[config.mk]
export PLATFORM = sky130hd
export DESIGN_NAME = calc_ctrl
export DESIGN_NICKNAME = d
export VERILOG_FILES = /design/src/rtl/calc_pkg.sv /design/src/rtl/calc_ctrl_btn_debounce.sv /design/src/rtl/calc_ctrl.sv
export SDC_FILE = /design/constraint.sdc
export NUM_CORES = 1
export LEC_CHECK = 0
export CORE_ASPECT_RATIO = 0.6
export CORE_MARGIN = 10
export CORE_UTILIZATION = 25
export DETAILED_ROUTE_END_ITERATION = 12
export SETUP_SLACK_MARGIN = 0.2
export SYNTH_ARGS = -nofsm -noshare
export SYNTH_HDL_FRONTEND = slang
export SYNTH_SLANG_ARGS = --single-unit
[constraint.sdc]
create_clock -name clk -period 2.3 [get_ports clk]
set_input_delay 0.46 -clock clk [delete_from_list [all_inputs] [get_ports clk]]
set_output_delay 0.46 -clock clk [all_outputs]
set_load 0.005 [all_outputs]
[src/rtl/calc_pkg.sv]
// Shared types and helpers for the calculator sequencer: FSM state encoding,
// datapath widths and the sign-extension / truncation-detect helpers.
package calc_pkg;

    localparam int DATA_W   = 16;
    localparam int EXT_W    = 32;
    localparam int OP_SEL_W = 3;

    typedef enum logic [1:0] {
        ST_IDLE = 2'd0,
        ST_EXEC = 2'd1,
        ST_WB   = 2'd2
    } state_e;

    function automatic logic [EXT_W-1:0] sext(input logic [DATA_W-1:0] v);
        return {{(EXT_W-DATA_W){v[DATA_W-1]}}, v};
    endfunction

    // True when the 32-bit result does not survive truncation to 16 signed bits.
    function automatic logic is_trunc(input logic [EXT_W-1:0] r);
        return r[EXT_W-1:DATA_W] != {(EXT_W-DATA_W){r[DATA_W-1]}};
    endfunction

endpackage

[src/rtl/calc_ctrl_btn_debounce.sv]
// Push-button conditioner: two-flop synchronizer, stability counter and a
// one-cycle rising-edge pulse on the debounced level.
module btn_debounce
    import calc_pkg::*;
#(
    parameter int DEBOUNCE_CYCLES = 250000
) (
    input  logic clk,
    input  logic resetn,
    input  logic btn_i,
    output logic level_o,
    output logic rise_o
);

    localparam int CNT_W = (DEBOUNCE_CYCLES < 1) ? 1 : $clog2(DEBOUNCE_CYCLES + 1);
    localparam logic [CNT_W-1:0] RELOAD = CNT_W'(DEBOUNCE_CYCLES - 1);

    logic             sync1_q, sync2_q;
    logic             level_q, level_d;
    logic             rise_q, rise_d;
    logic [CNT_W-1:0] cnt_q, cnt_d;
    logic             flip;

    // The level flips only on the DEBOUNCE_CYCLES-th consecutive differing sample.
    assign flip = (sync2_q != level_q) && (cnt_q == '0);

    always_comb begin
        level_d = level_q;
        cnt_d   = cnt_q;
        rise_d  = 1'b0;
        if (sync2_q == level_q) begin
            cnt_d = RELOAD;
        end else if (flip) begin
            level_d = sync2_q;
            cnt_d   = RELOAD;
            rise_d  = sync2_q;
        end else begin
            cnt_d = cnt_q - 1'b1;
        end
    end

    always_ff @(posedge clk or negedge resetn) begin
        if (!resetn) begin
            sync1_q <= 1'b0;
            sync2_q <= 1'b0;
            level_q <= 1'b0;
            rise_q  <= 1'b0;
            cnt_q   <= RELOAD;
        end else begin
            sync1_q <= btn_i;
            sync2_q <= sync1_q;
            level_q <= level_d;
            rise_q  <= rise_d;
            cnt_q   <= cnt_d;
        end
    end

    assign level_o = level_q;
    assign rise_o  = rise_q;

endmodule

[src/rtl/calc_ctrl.sv]
// Calculator sequencer: conditions the five buttons, latches operand/operation on
// execute and walks the external ALU through IDLE -> EXEC -> WB into the accumulator.
module calc_ctrl
    import calc_pkg::*;
#(
    parameter int DEBOUNCE_CYCLES = 250000,
    parameter int ALU_LAT         = 1
) (
    input  logic                clk,
    input  logic                resetn,
    input  logic [DATA_W-1:0]   sw,
    input  logic                btnc,
    input  logic                btnl,
    input  logic                btnr,
    input  logic                btnu,
    input  logic                btnd,
    output logic [OP_SEL_W-1:0] op_sel,
    output logic [EXT_W-1:0]    op1,
    output logic [EXT_W-1:0]    op2,
    input  logic [EXT_W-1:0]    alu_result,
    input  logic                alu_zero,
    output logic [DATA_W-1:0]   led,
    output logic                busy,
    output logic                done,
    output logic                zero,
    output logic                trunc,
    output logic                ovr
);

    localparam int LAT_W = (ALU_LAT < 2) ? 1 : $clog2(ALU_LAT + 1);
    localparam logic [LAT_W-1:0] LAT_RELOAD = LAT_W'(ALU_LAT - 1);

    // Button order: {btnu, btnd, btnl, btnc, btnr}
    logic [4:0] btn_raw, btn_lvl, btn_rise;
    logic       exec_pulse, clr_pulse;
    logic       unused_btn;

    assign btn_raw = {btnu, btnd, btnl, btnc, btnr};

    for (genvar g = 0; g < 5; g++) begin : g_btn
        btn_debounce #(
            .DEBOUNCE_CYCLES(DEBOUNCE_CYCLES)
        ) u_db (
            .clk    (clk),
            .resetn (resetn),
            .btn_i  (btn_raw[g]),
            .level_o(btn_lvl[g]),
            .rise_o (btn_rise[g])
        );
    end

    assign clr_pulse  = btn_rise[4];
    assign exec_pulse = btn_rise[3];
    assign unused_btn = ^{btn_lvl[4:3], btn_rise[2:0]};

    state_e state_q, state_d;

    logic                busy_c, accept_c, wb_en_c, overrun_c;
    logic [LAT_W-1:0]    cnt_q, cnt_d;
    logic [DATA_W-1:0]   acc_q, acc_d;
    logic [DATA_W-1:0]   sw_q, sw_d;
    logic [OP_SEL_W-1:0] op_sel_q, op_sel_d;
    logic                zero_q, zero_d;
    logic                trunc_q, trunc_d;
    logic                ovr_q, ovr_d;
    logic                done_q;

    always_ff @(posedge clk or negedge resetn) begin
        if (!resetn) begin
            state_q <= ST_IDLE;
        end else begin
            state_q <= state_d;
        end
    end

    // Clear outranks everything, including a same-cycle execute press.
    always_comb begin
        state_d = state_q;
        if (clr_pulse) begin
            state_d = ST_IDLE;
        end else begin
            case (state_q)
                ST_IDLE: if (exec_pulse) state_d = ST_EXEC;
                ST_EXEC: if (cnt_q == '0) state_d = ST_WB;
                ST_WB:   state_d = ST_IDLE;
                default: state_d = ST_IDLE;
            endcase
        end
    end

    always_comb begin
        busy_c    = (state_q != ST_IDLE);
        accept_c  = (state_q == ST_IDLE) && exec_pulse && !clr_pulse;
        wb_en_c   = (state_q == ST_WB) && !clr_pulse;
        overrun_c = busy_c && exec_pulse && !clr_pulse;
    end

    always_comb begin
        cnt_d    = cnt_q;
        sw_d     = sw_q;
        op_sel_d = op_sel_q;
        acc_d    = acc_q;
        zero_d   = zero_q;
        trunc_d  = trunc_q;
        ovr_d    = ovr_q;
        if (accept_c) begin
            sw_d     = sw;
            op_sel_d = {btn_lvl[2], btn_lvl[1], btn_lvl[0]};
            cnt_d    = LAT_RELOAD;
        end else if ((state_q == ST_EXEC) && (cnt_q != '0)) begin
            cnt_d = cnt_q - 1'b1;
        end
        if (clr_pulse) begin
            acc_d   = '0;
            zero_d  = 1'b0;
            trunc_d = 1'b0;
            ovr_d   = 1'b0;
        end else begin
            if (wb_en_c) begin
                acc_d   = alu_result[DATA_W-1:0];
                zero_d  = alu_zero;
                trunc_d = is_trunc(alu_result);
            end
            if (overrun_c) ovr_d = 1'b1;
        end
    end

    always_ff @(posedge clk or negedge resetn) begin
        if (!resetn) begin
            cnt_q    <= '0;
            sw_q     <= '0;
            op_sel_q <= '0;
            acc_q    <= '0;
            zero_q   <= 1'b0;
            trunc_q  <= 1'b0;
            ovr_q    <= 1'b0;
            done_q   <= 1'b0;
        end else begin
            cnt_q    <= cnt_d;
            sw_q     <= sw_d;
            op_sel_q <= op_sel_d;
            acc_q    <= acc_d;
            zero_q   <= zero_d;
            trunc_q  <= trunc_d;
            ovr_q    <= ovr_d;
            done_q   <= wb_en_c;
        end
    end

    assign op_sel = op_sel_q;
    assign op1    = sext(acc_q);
    assign op2    = sext(sw_q);
    assign led    = acc_q;
    assign busy   = busy_c;
    assign done   = done_q;
    assign zero   = zero_q;
    assign trunc  = trunc_q;
    assign ovr    = ovr_q;

endmodule

==> metrics.txt, run 1 <==
status completed; routed wire length 17,000 µm; CP Capture Point g_btn[4].u_db.level_o; Area Growth Syn to Fin 36.3%; Worst setup startpoint g_btn[4].u_db.cnt_q[11]; ratio of cells with drive above 1 in the final layout 0.221; largest net degree at the start of global routing between 40 and 50; Netlist Area Pre-Place 6960 µm²; FMAX 472 MHz; Post-Synthesis Cells roughly 630; Pre-Repair DR Iteration Count 5; post-synthesis sequential area ratio 0.545; area of the die roughly 35,000 µm²; DP Worst Slack roughly 0.10 ns; Synth Register Bits 149; main flop type after synthesis dfrtp_1; TritonCTS buffer count 17; I/O pin total 144; RR Startpoint g_btn[4].u_db.cnt_q[11]; VDD IR max roughly 0.00038 V; clock sinks between 100 and 150; P_int 0.00468 W; die height between 100 and 150 µm; Top Usage Layer GRT met2; Post-synth EDFFs 0; Cell variety after synth 52; final worst-path cycle share 0.922; TritonCTS clock tree done; P_sw around 0.0013 W; r2r worst-path depth 4; Total GRT Usage 0.0974; final hold violations 0; final worst-path setup slack ~0.18 ns; worst path arrival time about 2.4 ns; Avg Vias per Cell ~4.5; met1 Use GR 0.132; first-pass GRT wire length around 28,000 µm; Worst Hold Slack between 0.3 and 0.4 ns; met3 Use GR 0.0333; Final Cell Area 9490 µm²; port bufs ~140; Starting Density 0.253; max cap viols 0; Worst Hold Class reg2reg; R2R Setup Slk around 0.18 ns; logic gate share of total power 0.046; hold path startpoint g_btn[1].u_db.sync1_q; critical path data required time about 2.6 ns; Clock Power Share 0.499; post-detail-place hpwl approximately 12,000 µm; dpl cell area about 8700 µm²; clock root buffer clkbuf_16; Core Area roughly 28,000 µm²; Routed Antenna Nets 0; CP startpoint kind flop; Clock Latency Late Sink between 0.4 and 0.5 ns; Critical Path End Type flop; Yosys warnings 0; Worst-Margin Slew around 0.62 ns; Worst slew margin 0.582; Mapped Nets about 690; fraction of registers with async set/reset 1.00; vias in the first global route about 5,100; sequential share of power 0.455; DR WL/cell roughly 15 µm; RSZ-0062 raised after global routing yes; Power Density ~630 nW/µm²; Setup TNS 0 ns; Avg Cell Area, Syn roughly 11 µm²; overflow left after global routing 0; DRC 0; Overall Power roughly 0.006 W; Reg clk slew, reported paths approximately 0.06 ns; Setup CP Type reg2reg; via count around 5,200; # diodes 0; # rows between 40 and 50; CTS Buffer Depth 2; LEAKAGE 3.80 nW; routability cong. about 0.78; # setup viols final 0; Iteration-0 DRC Markers 278; Clock Skew 0.0114 ns; worst-path fanout max 2; CTS H-tree lvls 4; Die Wd around 240 µm; initial antenna violation count 0; GR Util met2 0.144; Slew Limit Fails 0; switching share of power 0.211; reg-to-reg endpoint g_btn[4].u_db.level_o; nets@finish between 800 and 900; Final min period between 2 and 2.5 ns
cells by family after synthesis:
| group | synth area share |
|---|---|
| flip-flops | 0.545 |
| adder cells (fa/ha/maj) | 0.00899 |
| AND/OR/NAND/NOR | 0.192 |
| multiplexers | 0.0392 |
| AO/OA/AOI/OAI | 0.0794 |
| buffers and inverters | 0.0656 |
| XOR/XNOR | 0.0705 |
stage by stage:
stage / utilization / instances
floorplan: - / 632
global placement: 0.318 / 1114
detailed placement: 0.318 / 1114
CTS: 0.342 / 1151
global route: 0.345 / 1153
finish: 0.345 / 1153
Yosys cell counts (2+ instances only):
| cell | instances | area (µm²) |
|---|---|---|
| o21ai_0 | 15 | 75.1 |
| xnor2_1 | 22 | 193 |
| or3_1 | 10 | 62.6 |
| nand4_1 | 8 | 50.1 |
| buf_4 | 48 | 360 |
| and3_1 | 7 | 43.8 |
| o211ai_1 | 2 | 15.0 |
| dfstp_2 | 50 | 1310 |
| or4_1 | 18 | 135 |
| o31a_1 | 4 | 35.0 |
| o31ai_1 | 14 | 105 |
| nor4_1 | 17 | 106 |
| nand3_1 | 23 | 115 |
| mux2_2 | 21 | 236 |
| nor2_1 | 52 | 195 |
| nor3b_1 | 7 | 52.6 |
| nor4_2 | 3 | 37.5 |
| dfrtp_1 | 99 | 2480 |
| xor2_1 | 34 | 298 |
| clkbuf_1 | 9 | 33.8 |
| nand2b_1 | 4 | 25.0 |
| nand3b_1 | 5 | 37.5 |
| buf_2 | 2 | 10.0 |
| ha_1 | 5 | 62.6 |
| or2_2 | 3 | 18.8 |
| inv_1 | 14 | 52.6 |
| a21oi_1 | 16 | 80.1 |
| o32a_1 | 2 | 20.0 |
| or3_4 | 2 | 22.5 |
| nand4b_1 | 5 | 43.8 |
| a22o_1 | 18 | 158 |
| nand2_1 | 51 | 191 |
| nor3_1 | 23 | 115 |
worst max-delay path, stage by stage, from the launching register on:
cell	delay [ns]
dfrtp_1	0.39
or4_4	0.56
or3_4	0.41
or3_4	0.35
mux2_4	0.30
state kept, by name, indices dropped and copies added (netlist names), 2 cells and up:
signal	flops
g_btn.u_db.rise_o	2
g_btn.u_db.level_o	5
sw_q	16
g_btn.u_db.sync2_q	5
op_sel	3
led	16
g_btn.u_db.sync1_q	5
g_btn.u_db.cnt_q	90
state_q	2
per-layer routing:
layer,part of all wire,wire length [µm]
met1,0.51,8640
met5,0,0
met2,0.43,7320
met4,0.0095,161
met3,0.052,890
timing repair:
item,4_1_cts,5_1_grt
endpoints found under the setup margin,55,36
hold buffers,1,0
pin swaps,5,7
gates resized for setup,6,15
hold endpoints to repair,29,0
buffers inserted,4,2
power by group through the flow:
stage	clock network (W)	registers (W)	logic [W]
6_report	0.00296	0.00270	0.000271
3_3_place_gp	0	0.00275	0.000266
2_1_floorplan	0	0.00274	0.0000753
3_5_place_dp	0	0.00275	0.000271
4_1_cts	0.00308	0.00270	0.000274
5_1_grt	0.00318	0.00271	0.000304
layout by cell type (no fill, tap or decap), types with 5 or more instances in the layout:
cell / count
clkdlybuf4s50_1: 141
dfrtp_1: 97
nand2_1: 51
dfstp_2: 50
nor2_1: 47
xor2_1: 34
buf_4: 31
nand3_1: 23
nor3_1: 22
xnor2_1: 22
mux2_2: 21
a22o_1: 18
nor4_1: 17
clkbuf_16: 17
or4_1: 15
a21oi_1: 14
o21ai_0: 13
o31ai_1: 13
inv_1: 12
or3_1: 9
nand4_1: 8
and3_1: 7
nand3b_1: 5
nand4b_1: 5
buf_6: 5
final cells by class:
class	count	area, µm²
clock inverter	9	151
clock buffer	23	468
sequential	149	3790
timing repair buffer	181	1760
fill	2768	18000
multi-input combinational	410	2810
tap	367	459
inverter	14	52.6
worst min path at each step:
stage	slack, ns	cells after the start	end
floorplan	0.16	0	cnt_q
global placement	0.34	0	g_btn[1].u_db.sync2_q
detailed placement	0.34	0	g_btn[1].u_db.sync2_q
CTS	0.35	0	g_btn[1].u_db.sync2_q
global route	0.36	0	g_btn[3].u_db.sync2_q
finish	0.35	0	g_btn[1].u_db.sync2_q
Power figures use the tool's default switching activity.
==> inputs of run 2 (changes only) <==
--- a/config.mk
+++ b/config.mk
@@ -6,10 +6,10 @@
 export NUM_CORES = 1
 export LEC_CHECK = 0
 export CORE_ASPECT_RATIO = 0.6
-export CORE_MARGIN = 10
+export CORE_MARGIN = 2
 export CORE_UTILIZATION = 25
 export DETAILED_ROUTE_END_ITERATION = 12
-export SETUP_SLACK_MARGIN = 0.2
+export SETUP_SLACK_MARGIN = 0.4
 export SYNTH_ARGS = -nofsm -noshare
 export SYNTH_HDL_FRONTEND = slang
 export SYNTH_SLANG_ARGS = --single-unit
==> constraint.sdc (replaced) <==
create_clock -name clk -period 2.3 [get_ports clk]
set_input_delay 0.46 -clock clk [delete_from_list [all_inputs] [get_ports clk]]
set_output_delay 0.46 -clock clk [all_outputs]
set_load 0.1 [all_outputs]
==> metrics.txt, run 2 (synthesized netlist as in run 1, its figures left out) <==
status completed; Non-Filler Instances 1,167 (+1.2%); RSZ-0062 raised after global routing yes; Die Wd 219 µm (-6.8%); Core Area 27,500 µm² (-0.21%); worst path arrival time 2.53 ns (+0.10 ns); worst-path fanout max 8 (+6); first-pass GRT wire length 25,000 µm (-10%); routability cong. 0.771 (-0.68%); TritonCTS buffer count 17 (unchanged); Clock Latency Late Sink 0.43 ns (about the same); Avg Vias per Cell 4.42 (-1.1%); post-detail-place hpwl 10,900 µm (-9.8%); Overall Power 0.00606 W (+2.1%); DRC 0 (unchanged); Top delay family on crit path simple AND/OR/NAND/NOR gates; critical path data required time 2.65 ns (+0.04 ns); slowest cell on the critical path or4_4; largest net degree at the start of global routing 52 (+8.3%); routed wire length 15,500 µm (-8.7%); Reg clk slew, reported paths 0.06 ns (about the same); Cells after DPL 1,113 (-0.090%); slowest cell delay on critical path 0.56 ns (about the same); Clock Skew 0.00664 ns (-0.00481 ns); clock root buffer clkbuf_16; FMAX 460 MHz (-2.5%); final hold violations 0 (unchanged); Iteration-0 DRC Markers 256 (-7.9%); Final min period 2.18 ns (+0.0555 ns); # diodes 0 (unchanged); TritonCTS clock tree done; die height 133 µm (-11%); CTS H-tree lvls 4 (unchanged); Routed Antenna Nets 0 (unchanged); nets@finish 848 (+1.7%); CP cell instances inv_2 > ha_4 > or4b_4 > or4_4 > o31a_1 > o211ai_1; CP startpoint kind flop; Power Density 635 nW/µm² (+1.6%); crit path buf inv count 1 (+1); via count 5,156 (+0.12%); Starting Density 0.253 (+0.000542); # setup viols final 0 (unchanged); CTS Buffer Depth 2 (unchanged); max reg flops 90 (unchanged); r2r worst-path depth 6 (+2); port bufs 143 (unchanged); initial antenna violation count 0 (unchanged); vias in the first global route 4,826 (-5.6%); area of the die 29,200 µm² (-17%); Setup TNS 0 ns (unchanged); VDD IR max 0.000425 V (+12%); Pre-Repair DR Iteration Count 4 (-1); Critical Path End Type flop; Worst Hold Slack 0.349 ns (+0.00244 ns); Area Growth Syn to Fin 37.0%; Setup CP Type reg2reg; Slew Limit Fails 0 (unchanged); commonest non-fill, non-tap cell in the layout buf_4; Crit. path cell count 6 (+2); max cap viols 0 (unchanged); overflow left after global routing 0 (unchanged); ratio of cells with drive above 1 in the final layout 0.374 (+0.152); I/O pin total 144 (unchanged); Total GRT Usage 0.108 (+0.0111); # rows 47 (unchanged); Worst-Margin Slew 0.612 ns (-0.00908 ns); WHS Path Cells 0 (unchanged); clock sinks 149 (unchanged); final worst-path cycle share 0.946 (+0.0241); Fillers 2,672 (-3.5%); LEAKAGE 4.06 nW (+7.0%); DR WL/cell 13.3 µm (-9.8%); Worst Hold Class reg2reg; largest reg by FF count g_btn.u_db.cnt_q; commonest non-fill, non-tap cells in the layout 126 x buf_4, 97 x dfrtp_1, 54 x clkdlybuf4s50_1, 51 x nand2_1, 50 x dfstp_2; Worst slew margin 0.588 (+0.00611)
run 2: per-layer routing:
| layer | GRT usage | wire length [µm] | up-vias |
|---|---|---|---|
| met4 | 0.0454 | 235 | 0 |
| li1 | - | - | 2522 |
| met5 | 0 | 0 | - |
| met3 | 0.0285 | 887 | 19 |
| met1 | 0.160 | 8010 | 2495 |
| met2 | 0.148 | 6400 | 120 |
run 2: timing repair:
| item | CTS | global route |
|---|---|---|
| pin swaps | 8 | 13 |
| hold endpoints to repair | 24 | 0 |
| endpoints found under the setup margin | 43 | 58 |
| hold buffers | 1 | 0 |
| gates resized for setup | 16 | 26 |
| buffers inserted | 11 | 10 |
run 2: worst paths after layout:
kind / from / slack (ns) / to
min in group asynchronous: resetn / 0.52 / led[9]
worst max register to register: g_btn[0].u_db.cnt_q[1] / 0.12 / g_btn[0].u_db.cnt_q[7]
worst max-delay path: g_btn[0].u_db.cnt_q[1] / 0.12 / g_btn[0].u_db.cnt_q[7]
worst min register to register: g_btn[0].u_db.sync1_q / 0.35 / g_btn[0].u_db.sync2_q
worst min-delay path: g_btn[0].u_db.sync1_q / 0.35 / g_btn[0].u_db.sync2_q
max in group asynchronous: resetn / 1.01 / g_btn[0].u_db.cnt_q[2]
run 2: stage by stage:
stage / util / cell area [µm²] / setup WS [ns]
3_3_place_gp: 0.312 / 8560 / 0.0614
4_1_cts: 0.341 / 9370 / 0.0878
2_1_floorplan: - / 7040 / 0.0464
5_1_grt: 0.347 / 9540 / 0.0207
6_report: 0.347 / 9540 / 0.125
3_5_place_dp: 0.312 / 8560 / 0.0233
run 2: layout make-up:
type	instances	area (µm²)	share of cell area
sequential	149	3790	0.398
multi-input combinational	410	2910	0.305
timing repair buffer	195	1670	0.175
tap	367	459	0.0481
clock buffer	20	447	0.0468
clock inverter	12	203	0.0212
inverter	14	52.6	0.00551
run 2: power by group:
part	internal (W)	switching, W	total [W]
combinational	0.000144	0.000134	0.000279
clock	0.00196	0.00112	0.00308
sequential	0.00267	0.0000317	0.00270
==> edit 1, RTL diff (flow settings as in run 1) <==
`sw_q` no longer has a reset.
--- a/src/rtl/calc_ctrl.sv
+++ b/src/rtl/calc_ctrl.sv
@@ -128,7 +128,6 @@
     always_ff @(posedge clk or negedge resetn) begin
         if (!resetn) begin
             cnt_q    <= '0;
-            sw_q     <= '0;
             op_sel_q <= '0;
             acc_q    <= '0;
             zero_q   <= 1'b0;
@@ -137,7 +136,6 @@
             done_q   <= 1'b0;
         end else begin
             cnt_q    <= cnt_d;
-            sw_q     <= sw_d;
             op_sel_q <= op_sel_d;
             acc_q    <= acc_d;
             zero_q   <= zero_d;
@@ -145,6 +143,10 @@
             ovr_q    <= ovr_d;
             done_q   <= wb_en_c;
         end
+    end
+
+    always_ff @(posedge clk) begin
+        sw_q <= sw_d;
     end
 
     assign op_sel = op_sel_q;
Behaviour: same outputs for any inputs over 10 cycles, from zero or initial values and one cycle with resetn low; that may be too few to reach the edited logic, so the function may still have changed.
==> edit 1 against run 1 <==
  * Non-clock buffer count is 13 lower
  * Utilization grew 0.050 points
  * Wire length up 0.83%
  * First-iteration DRC count is 8.3% higher
  * Setup slack improved by 0.12 ns
  * Maximum frequency is 5.9% higher
  * Cell area shrank 3.0%
  * Highest routed layer unchanged
  * Synthesized cell count shrank 3.8%
  * Count of clock-buffer cells in the layout fell by 3
  * Sequential cell count stayed put
  * Via count down 5.7%
  * Area after synthesis decreased by 2.0%
  * Power shrank 1.9%
==> edit 1: results (changes against run 1) <==
Fmax achieved: 500 MHz (+5.9%)
Vias in the first global route: 4897 (-4.2%)
Fraction of standard cell area in multi-input logic: 0.278 (-0.0178)
Share of cells above drive strength 1: 0.177 (-0.0443)
Count of multi-input combinational gates: 389 (-5.1%)
FFs & Latches: 149 (unchanged)
EDFF count, synth: 16 (+16)
Drt initial violations: 301 (+8.3%)
Met3 Use GR: 0.0323 (-0.000995)
Met1 GRT Util: 0.141 (+0.00885)
Hold slack: 0.351 ns (+0.00487 ns)
Worst path slowest cell: or4_1
Crit. Startpoint: g_btn[3].u_db.cnt_q[12]$_DFF_PN1_
Top cells by area, synth: dfrtp_1 (30%), dfstp_2 (19%), edfxtp_1 (7.0%)
Number of fillers in the final layout: 2635 (-4.8%)
First-pass GRT wire length: 28000 um (+0.62%)
GPL Wtd Cong: 0.833 (+7.3%)
Worst Path Max Fanout: 10 (+8)
Sequential area share after synthesis: 0.567 (+0.0229)
Non-CTS buffers: 168 (-7.2%)
Net Count, Synth: 669 (-3.5%)
Worst Setup EP: g_btn[3].u_db.cnt_q[4]$_DFF_PN0_
Finished Layout Cells: 1111 (-3.6%)
Avg Inst Size Synth: 11.2 um^2 (+1.9%)
Non-clock inverters: 13 (-1)
P_int: 4.55 mW (-2.9%)
Run status: finished clean
Gr usage total: 0.103 (+0.00521)
Clkbuf count: 20 (-13%)
Layout non-clock buf frac: 0.181 (-0.00467)
Post-DP HPWL: 12700 um (+5.5%)
-- edit 1: cell types whose count changed after synthesis, sizes merged, moves of 4 or more --
cell and change:
dfrtp -16, edfxtp +16, mux2 -15, nand2 -9, nand3 +6, nor4b +4, or3 +4, xor2 -4
-- edit 1: stage by stage --
| stage | utilization | cell area, um^2 |
|---|---|---|
| floorplan | - | 6830 |
| global placement | 0.321 | 8540 |
| detailed placement | 0.321 | 8540 |
| CTS | 0.344 | 9160 |
| global route | 0.345 | 9200 |
| finish | 0.345 | 9200 |
-- edit 1: power by group through the flow --
stage | clock network, mW | logic (mW) | registers (mW)
finish | 2.83 | 0.247 | 2.74
global route | 3.05 | 0.279 | 2.74
CTS | 2.94 | 0.251 | 2.74
detailed placement | 0 | 0.248 | 2.79
global placement | 0 | 0.246 | 2.78
floorplan | 0 | 0.0701 | 2.78
-- edit 1: cell families after synthesis --
family	synth area share
simple gates	0.190
mux	0.0147
flops	0.567
buf+inv	0.0655
fa+ha+maj	0.00917
compound gates	0.0875
xor+xnor	0.0655
==> edit 2, RTL diff (config.mk and constraints of run 1) <==
Made on the original files. Set the package constant `DATA_W` to 20 (it was 16).
--- a/src/rtl/calc_pkg.sv
+++ b/src/rtl/calc_pkg.sv
@@ -2,7 +2,7 @@
 // datapath widths and the sign-extension / truncation-detect helpers.
 package calc_pkg;
 
-    localparam int DATA_W   = 16;
+    localparam int DATA_W   = 20;
     localparam int EXT_W    = 32;
     localparam int OP_SEL_W = 3;
 
Ports: changed (resized led and sw); port bits go from 144 to 152. The function was not compared with the original's and may differ.
==> edit 2 against run 1 <==
  * Setup slack gained 0.046 ns
  * Wire length rose by 4.6%
  * Die area increased by 2.4%
  * Sequential cell count up 8
  * Count of clock-buffer cells in the layout shrank 6
  * Worst hold slack worse by 0.33 ns
  * Clock power fell by 3%
  * Cell count grew 0.87%
  * Power rose by 0.65%
  * Area after synthesis up 2.7%
  * Sequential power rose by 5%
  * Sequential share of layout area rose by 1.4 points
  * Cell area is 1.8% higher
==> edit 2: results (changes against run 1) <==
Worst-margin pin slew: 0.573 ns (-0.0480 ns)
GPL Wtd Cong: 0.770 (-0.76%)
Drt initial violations: 240 (-14%)
Gr usage total: 0.0983 (+0.000838)
HP Class: in2async
Drt pass-1 iters: 4 (-1)
Non-clock inverters: 13 (-1)
Top cells by area, synth: dfrtp_1 (37%), dfstp_2 (18%), buf_4 (4.7%)
Reg-to-reg endpoint: g_btn[3].u_db.cnt_q[15]$_DFF_PN1_
Clk sinks: 157 (+5.4%)
Pre-CTS setup slack: 0.178 ns (+0.0751 ns)
Net Count, Synth: 700 (+1.0%)
Final #Nets: 848 (+1.7%)
Clk cell area share: 0.0624 (-0.00284)
First-pass GRT wire length: 28000 um (+0.42%)
Post-CTS repair timing setup buffer count: 3 (-1)
Fraction of standard cell area in multi-input logic: 0.284 (-0.0116)
Fmax achieved: 482 MHz (+2.2%)
Hold_buf cts: 0 (-1)
Clkbuf count: 17 (-26%)
Net Sw Frac: 0.233 (+0.0220)
Layout non-clock buf frac: 0.187 (+0.00215)
I/O Buffers: 151 (+5.6%)
Run status: finished clean
Total Routed Length: 17800 um (+4.6%)
Sequential area share after synthesis: 0.558 (+0.0139)
Worst Skew: 0.0139 ns (+0.00248 ns)
Cell variety after synth: 44 (-15%)
Worst VDD drop: 0.000353 V (-6.8%)
RR Startpoint: g_btn[3].u_db.cnt_q[6]$_DFF_PN0_
Post-CTS Resized: 5 (-1)
Most frequent cells after synthesis: dfrtp_1 (107), nor2_1 (65), dfstp_2 (50), nand2_1 (48), buf_4 (45)
Vias per inst: 4.40 (-1.4%)
Comb pwr: 261 uW (-4%)
Post-DP HPWL: 13300 um (+10%)
Leakage power: 4.00 nW (+5.3%)
Non-CTS buffers: 186 (+2.8%)
Synth Area in Adders: 0.00875 (-0.000233)
Share of cells above drive strength 1: 0.204 (-0.0179)
Vias in the first global route: 5083 (-0.55%)
Largest net degree at the start of global routing: 62 (+29%)
Worst Path Max Fanout: 4 (+2)
Count of multi-input combinational gates: 408 (-0.49%)
## edit 2: changes by cell type after synthesis, moves of 4 or more
cell	delta
a22o_1	+4
and3_1	+4
and4b_1	+5
dfrtp_1	+8
mux2_2	+5
nand3_1	-4
nor2_1	+13
nor3_1	-6
nor4_1	+5
o31ai_1	-6
or4_1	-13
xnor2_1	+6
## edit 2: through the flow
step / cells / instance area, um^2 / hold slack, ns / util
after floorplan: 635 / 7150 / 0.164 / -
after global placement: 1126 / 9010 / 0.338 / 0.323
after detailed placement: 1126 / 9010 / 0.337 / 0.323
after CTS: 1161 / 9640 / 0.0173 / 0.346
after global routing: 1163 / 9660 / 0.0448 / 0.347
final: 1163 / 9660 / 0.0134 / 0.347
## edit 2: routing by layer
metal  track usage  up-vias  routed length (um)
met2         0.151       58                8490
met4        0.0281        0                 167
met5             0        -                   0
li1              -     2498                   -
met1         0.130     2549                8550
met3        0.0325       15                 586
